[config.mk]
export PLATFORM = sky130hd
export DESIGN_NAME = byte_frame_parser
export DESIGN_NICKNAME = d
export VERILOG_FILES = /design/src/rtl/byte_frame_parser_pkg.sv /design/src/rtl/byte_frame_parser_frame_csum.sv /design/src/rtl/byte_frame_parser.sv
export SDC_FILE = /design/constraint.sdc
export NUM_CORES = 1
export LEC_CHECK = 0
export CAP_MARGIN = 20
export CORE_AREA = 2 2 69 71
export DETAILED_ROUTE_END_ITERATION = 10
export DIE_AREA = 0 0 71 73
export GPL_ROUTABILITY_DRIVEN = 0
export PLACE_DENSITY = 0.84
export SYNTH_ARGS = -nofsm -noshare
export SYNTH_HDL_FRONTEND = slang
export SYNTH_SLANG_ARGS = --single-unit
[constraint.sdc]
create_clock -name clk_100M -period 1.7 [get_ports clk_100M]
set_input_delay 0.34 -clock clk_100M [delete_from_list [all_inputs] [get_ports clk_100M]]
set_output_delay 0.34 -clock clk_100M [all_outputs]
set_load 0.05 [all_outputs]
[src/rtl/byte_frame_parser_pkg.sv]
// Shared types and constants for the byte frame parser.
// ST_CSUM exists only when FRAME_CHECKSUM_EN is defined.
package byte_frame_parser_pkg;

    localparam int         BYTE_W  = 8;
    localparam logic [7:0] SYNC_B0 = 8'hA5;
    localparam logic [7:0] SYNC_B1 = 8'h5A;

    typedef enum logic [2:0] {
        ST_HUNT,
        ST_SYNC2,
        ST_LEN,
`ifdef FRAME_CHECKSUM_EN
        ST_PAYLOAD,
        ST_CSUM
`else
        ST_PAYLOAD
`endif
    } state_t;

endpackage

[src/rtl/byte_frame_parser_frame_csum.sv]
// Running modulo-256 frame checksum over the LEN and payload bytes.
// Compiled only when FRAME_CHECKSUM_EN is defined.
`ifdef FRAME_CHECKSUM_EN
module frame_csum
    import byte_frame_parser_pkg::*;
(
    input  logic              clk_100M,
    input  logic              rst,
    input  logic              clear,
    input  logic              accum,
    input  logic [BYTE_W-1:0] data_in,
    output logic              match
);

    logic [BYTE_W-1:0] sum;

    always_ff @(posedge clk_100M or posedge rst) begin
        if (rst) begin
            sum <= '0;
        end else if (clear) begin
            sum <= '0;
        end else if (accum) begin
            sum <= sum + data_in;
        end
    end

    assign match = (sum == data_in);

endmodule
`endif

[src/rtl/byte_frame_parser.sv]
// Sync-word hunter and payload extractor for the delayed byte stream.
// Optional trailing checksum byte is enabled by defining FRAME_CHECKSUM_EN.
module byte_frame_parser
    import byte_frame_parser_pkg::*;
#(
    parameter int MAX_LEN = 64,
    parameter int TIMEOUT = 1000
) (
    input  logic              clk_100M,
    input  logic              rst,
    input  logic [BYTE_W-1:0] data_in,
    input  logic              data_vld,
    output logic [BYTE_W-1:0] pl_data,
    output logic              pl_vld,
    output logic              pl_first,
    output logic              pl_last,
    output logic [BYTE_W-1:0] frm_len,
    output logic              frm_done,
    output logic              frm_err,
    output logic              busy
);

    localparam int                GAP_W     = $clog2(TIMEOUT + 1);
    localparam logic [BYTE_W-1:0] MAX_LEN_B = BYTE_W'(MAX_LEN);

    state_t            state, state_nx;
    logic [GAP_W-1:0]  gap_cnt, gap_nx;
    logic [BYTE_W-1:0] rem_cnt, rem_nx;
    logic              first_pend, first_nx;
    logic [BYTE_W-1:0] pl_data_nx, frm_len_nx;
    logic              pl_vld_nx, pl_first_nx, pl_last_nx;
    logic              frm_done_nx, frm_err_nx, busy_nx;
    logic              timed_out;

`ifdef FRAME_CHECKSUM_EN
    logic csum_match;

    frame_csum u_csum (
        .clk_100M (clk_100M),
        .rst      (rst),
        .clear    (state == ST_SYNC2 && data_vld && data_in == SYNC_B1),
        .accum    (data_vld && (state == ST_LEN || state == ST_PAYLOAD)),
        .data_in  (data_in),
        .match    (csum_match)
    );
`endif

    assign timed_out = (gap_cnt == GAP_W'(TIMEOUT));

    always_comb begin
        state_nx    = state;
        rem_nx      = rem_cnt;
        first_nx    = first_pend;
        gap_nx      = '0;
        pl_data_nx  = pl_data;
        pl_vld_nx   = 1'b0;
        pl_first_nx = 1'b0;
        pl_last_nx  = 1'b0;
        frm_len_nx  = frm_len;
        frm_done_nx = 1'b0;
        frm_err_nx  = 1'b0;

        case (state)
            ST_HUNT: begin
                if (data_vld && data_in == SYNC_B0) state_nx = ST_SYNC2;
            end
            ST_SYNC2: begin
                if (data_vld) begin
                    if (data_in == SYNC_B1)      state_nx = ST_LEN;
                    else if (data_in != SYNC_B0) state_nx = ST_HUNT;
                end
            end
            ST_LEN: begin
                if (data_vld) begin
                    frm_len_nx = data_in;
                    rem_nx     = data_in;
                    if (data_in > MAX_LEN_B) begin
                        frm_err_nx = 1'b1;
                        state_nx   = ST_HUNT;
                    end else if (data_in == '0) begin
`ifdef FRAME_CHECKSUM_EN
                        state_nx    = ST_CSUM;
`else
                        frm_done_nx = 1'b1;
                        state_nx    = ST_HUNT;
`endif
                    end else begin
                        first_nx = 1'b1;
                        state_nx = ST_PAYLOAD;
                    end
                end
            end
            ST_PAYLOAD: begin
                if (data_vld) begin
                    pl_data_nx  = data_in;
                    pl_vld_nx   = 1'b1;
                    pl_first_nx = first_pend;
                    first_nx    = 1'b0;
                    rem_nx      = rem_cnt - 1'b1;
                    if (rem_cnt == BYTE_W'(1)) begin
                        pl_last_nx  = 1'b1;
`ifdef FRAME_CHECKSUM_EN
                        state_nx    = ST_CSUM;
`else
                        frm_done_nx = 1'b1;
                        state_nx    = ST_HUNT;
`endif
                    end
                end
            end
`ifdef FRAME_CHECKSUM_EN
            ST_CSUM: begin
                if (data_vld) begin
                    frm_done_nx = csum_match;
                    frm_err_nx  = !csum_match;
                    state_nx    = ST_HUNT;
                end
            end
`endif
            default: state_nx = ST_HUNT;
        endcase

        // Gap counter runs only inside a frame; a strobed byte always beats the timeout.
        if (state != ST_HUNT && !data_vld) begin
            if (timed_out) begin
                frm_err_nx = 1'b1;
                state_nx   = ST_HUNT;
            end else begin
                gap_nx = gap_cnt + GAP_W'(1);
            end
        end

        busy_nx = (state_nx != ST_HUNT);
    end

    always_ff @(posedge clk_100M or posedge rst) begin
        if (rst) begin
            state      <= ST_HUNT;
            gap_cnt    <= '0;
            rem_cnt    <= '0;
            first_pend <= 1'b0;
            pl_data    <= '0;
            pl_vld     <= 1'b0;
            pl_first   <= 1'b0;
            pl_last    <= 1'b0;
            frm_len    <= '0;
            frm_done   <= 1'b0;
            frm_err    <= 1'b0;
            busy       <= 1'b0;
        end else begin
            state      <= state_nx;
            gap_cnt    <= gap_nx;
            rem_cnt    <= rem_nx;
            first_pend <= first_nx;
            pl_data    <= pl_data_nx;
            pl_vld     <= pl_vld_nx;
            pl_first   <= pl_first_nx;
            pl_last    <= pl_last_nx;
            frm_len    <= frm_len_nx;
            frm_done   <= frm_done_nx;
            frm_err    <= frm_err_nx;
            busy       <= busy_nx;
        end
    end

endmodule

### Word-level counts from Yosys, hierarchy flattened

Index checks and enable logic that the tools add are counted.

* output and inout port bits: 22
* register bits: 44

* equality and inequality tests: 12
* order comparisons: 1
* reductions and logical operators: 12
* muxes and demuxes: 38
* add/subtract/negate cells: 2

Operators by type and width (count)
* $mux 3: 9
* $mux 10: 2
* $mux 1: 19
* $mux 8: 2
* $pmux 8 s2: 1
* $pmux 3 s4: 1
* $add 10x1->10 const B: 1
* $eq 10x10->1 const B: 1
* $eq 8x1->1 const B: 1
* $eq 8x7->1 const B: 1
* $eq 8x8->1 const B: 1
* $gt 8x7->1 const B: 1
* $logic_not 8->1: 1
* $ne 2x2->1 const B: 4
* $ne 8x8->1 const B: 1
* $sub 8x1->8 const B: 1
* $eq 3x2->1 const B: 2
* $reduce_bool 3->1: 2
* $reduce_and 5->1: 1
* $mux 2: 2
* $pmux 1 s2: 2
* $reduce_and 2->1: 2
* $eq 3x1->1 const B: 1
* $logic_not 3->1: 1
* other kinds (4): 5

### Logic depth before layout (Yosys ltp)

* depth after elaboration: 8
* gate-level depth with buffers: 7
* mapped depth without buffers: 7

### Least setup slack after synthesis

Ideal clock, no wire load.

* kind: reg2reg
* from: register rem_cnt[0]
* to: register rem_cnt[6]
* slack: 0.070 ns
* required time: 1.635 ns
* arrival: 1.565 ns
* stages on the path, launching flop included: 7
* setup time: 0.065 ns
* cell sequence: dfrtp_1 > inv_1 > ha_1 > or3b_1 > or3_1 > a21oi_1 > o22a_1

* cells in the longest elaborated chain, start to end: 3

RTL lines
* from (decl): line byte_frame_parser.sv:28 `logic [BYTE_W-1:0] rem_cnt, rem_nx;`
* from (signal assigned): line byte_frame_parser.sv:153 `rem_cnt <= rem_nx;`
* $sub 8x1->8: line byte_frame_parser.sv:99 `rem_nx = rem_cnt - 1'b1;`
* $mux 8: line byte_frame_parser.sv:94 `if (data_vld) begin`
* $pmux 8 s2: line byte_frame_parser.sv:63 `case (state)`

Every way passes these cells. The select of a mux whose other input is x is not followed.
A chain may end at the register's enable or synchronous reset.

### Worst setup path after layout

Ends and elaborated chain as after synthesis.

==> results.md <==
* Status: complete, no violations
* Hold Vio Cnt, Final at 0
* Comb power frac at 0.114
* First-pass GRT wire length at ~8000 um
* DP Cell Count at 313
* Top FF cell, synth: dfrtp_1
* Syn Inst Count at 210
* Reg2reg end: rem_cnt[6]$_DFFE_PP0P_
* Number of remaining DRC errors at 0
* Non-filler cells, final at approximately 320
* Fin util at 0.604
* Clk slew on worst S/H paths at about 0.08 ns
* Syn_nets at between 200 and 250
* Reg-to-Reg Start: rem_cnt[0]$_DFFE_PP0P_
* Switching Share at 0.231
* Number of buffers and inverters on the critical path at 1
* Drt wl/cell at about 15 um
* Maximum clock frequency at about 600 MHz
* Crit. End Element: flop
* Critical Path Sink: rem_cnt[6]$_DFFE_PP0P_
* Worst-path maximum fanout at 3
* Worst endpoint required time at 1.94 ns
* Worst r2r path cells at 6
* Hold crit path type: in2async
* RSZ-0062 raised after global routing: true
* Drt first pass iters at 4
* Syn Area/Cell at 9.92 um2
* Synth warn at 0
* Number of distinct library cells after synthesis at 42
* Power share of the clock group at 0.391
* Crit-path slowest cell: dfrtp_1
* Critical path data arrival time at 1.91 ns
* Async SR Flop Fraction at 1.00
* Hold WS at roughly 0.36 ns
* Max-cap violation count at 0
* Startpoint Class: flop
* Tot GR Track Use at 0.200
* CTS tree: done
* CTS max path bufs at 2
* Seq/Total Area, Yosys at 0.529
* LEAKAGE at between 1 and 1.5 nW
* Final setup fails at 0
* Seq cells post-synth at 44
* R2R Setup Slk at between 0.02 and 0.03 ns
* Post-route ant nets at 0
* CP cell instances: inv_2 -> ha_4 -> or3b_4 -> or3_1 -> a21oi_2 -> o22a_1
* Delay-heaviest family, CP: simple AND/OR/NAND/NOR gates
* Die Y at between 70 and 80 um
* Post-synth EDFFs at 0
* Initial antenna violation count at 0
* Starting Density at 0.459
* Share of cells above drive strength 1 at 0.299
* Slew Viols, Final at 0
* Final #Nets at around 280
* Worst Skew at roughly 0.0075 ns
* Largest net degree at the start of global routing at 25
* Core area at around 4500 um2
* Worst vdd ir at 0.000632 V
* Vias in the first global route at 1747
* Via density at around 5.3
* HPWL after DPL at between 3000 and 4000 um
* Grt ovf at 0
* Latest clock arrival within the worst-skew pair at roughly 0.30 ns
* Hold_buf cts at 0
* Final worst path period need at between 1.5 and 2 ns
* Area Growth Syn to Fin at 31.4%
* Clock buffer count from CTS at 5
* Int Pwr at around 1.7 mW
* Flop pwr share at 0.495
* CTS Root Cell: clkbuf_8
* Commonest non-fill, non-tap cell in the layout: buf_4
* Port buffer count at 32
* I/O Pins at 33
* Pwr Density at slightly above 800 nW/um2
* Row count at 25
* Commonest non-fill, non-tap cells in the layout: 48 x buf_4, 44 x dfrtp_1, 34 x nand2_1
* Sink Count at 44
* Routed WL at roughly 4700 um
* # diodes at 0
* Mapped cell area at ~2100 um2
* Net Switching at 511 uW
* Die ar. at 5180 um2
* Levels on crit path at 6
* Crit Path Category: reg2reg
* Htree depth at 2
* Vias at approximately 1700
* Initial DRC Count at ~110
* Final period util at 0.985
* Fin Setup TNS at 0 ns
* Largest stage delay, worst path at approximately 0.41 ns
* Die Width at roughly 70 um
* CP startpoint: rem_cnt[0]$_DFFE_PP0P_
[power by group through the flow]
stage	combinational, mW	clock (mW)	sequential (mW)
3_3_place_gp	0.237	0	1.11
3_5_place_dp	0.240	0	1.11
2_1_floorplan	0.0912	0	1.15
6_report	0.252	0.865	1.09
4_1_cts	0.245	0.886	1.09
5_1_grt	0.273	0.927	1.10
[cell usage after synthesis (5+ instances only)]
master / count / share of area
a21oi_1: 13 / 0.031
buf_2: 6 / 0.014
dfrtp_1: 44 / 0.53
inv_1: 9 / 0.016
mux2_2: 8 / 0.043
nand2_1: 34 / 0.061
nand3_1: 7 / 0.017
nor2_1: 22 / 0.040
o21ai_0: 8 / 0.019
o22a_1: 5 / 0.021
[layer usage]
metal,up-vias,part of all wire,track usage
met5,-,0,0
met4,0,0.022,0.0818
met3,11,0.054,0.0497
met2,51,0.47,0.321
met1,823,0.45,0.263
li1,828,-,-
[cell type report]
cell class                      instances  area, um2
Multi-Input combinational cell        149        948
Sequential cell                        44       1100
Fill cell                             360       1800
Inverter                                9       33.8
Clock buffer                            7       96.3
Clock inverter                          1       30.0
Timing Repair Buffer                   58        460
Tap cell                               54       67.6
[cell families (layout without fill, tap and decap cells)]
logic type,Yosys count,count (layout),share of synthesized area
other,1,1,0.00180
AND/OR/NAND/NOR,92,92,0.225
XOR/XNOR,6,6,0.0252
flip-flops,44,44,0.529
AO/OA/AOI/OAI,38,38,0.118
multiplexers,8,8,0.0432
adder cells (fa/ha/maj),4,4,0.0240
buffers and inverters,17,75,0.0342
[metrics by stage]
step	area, um2	setup WS [ns]	total power [mW]
floorplan	2080	0.0700	1.24
global placement	2570	-0.243	1.35
detailed placement	2570	-0.326	1.35
CTS	2700	0.00503	2.22
global route	2740	-0.0103	2.30
finish	2740	0.0260	2.21
[tightest hold or removal path, cell delays in order]
cell	delay [ns]
clkdlybuf4s50_1	0.40
clkinv_1	0.06
buf_4	0.25
[registers in the layout (all words and copies together) (netlist names), 3 cells and up]
signal	count
rem_cnt	8
gap_cnt	10
frm_len	8
pl_data	8
state	3
[worst min-delay path by stage]
stage	to	slack, ns	from
final	frm_len[1]$_DFFE_PP0P_	0.36	rst
after floorplan	first_pend$_DFFE_PP0P_	0.44	first_pend$_DFFE_PP0P_
after global placement	first_pend$_DFFE_PP0P_	0.46	first_pend$_DFFE_PP0P_
after global routing	frm_len[1]$_DFFE_PP0P_	0.42	rst
after CTS	frm_len[1]$_DFFE_PP0P_	0.37	rst
after detailed placement	pl_data[2]$_DFFE_PP0P_	0.46	pl_data[2]$_DFFE_PP0P_
[repair_timing]
item / CTS / global route
gates resized for setup: 3 / 7
buffers inserted: 0 / 1
endpoints found under the setup margin: 1 / 16
pin swaps: 1 / 3
(Power assumes the default switching activity.)
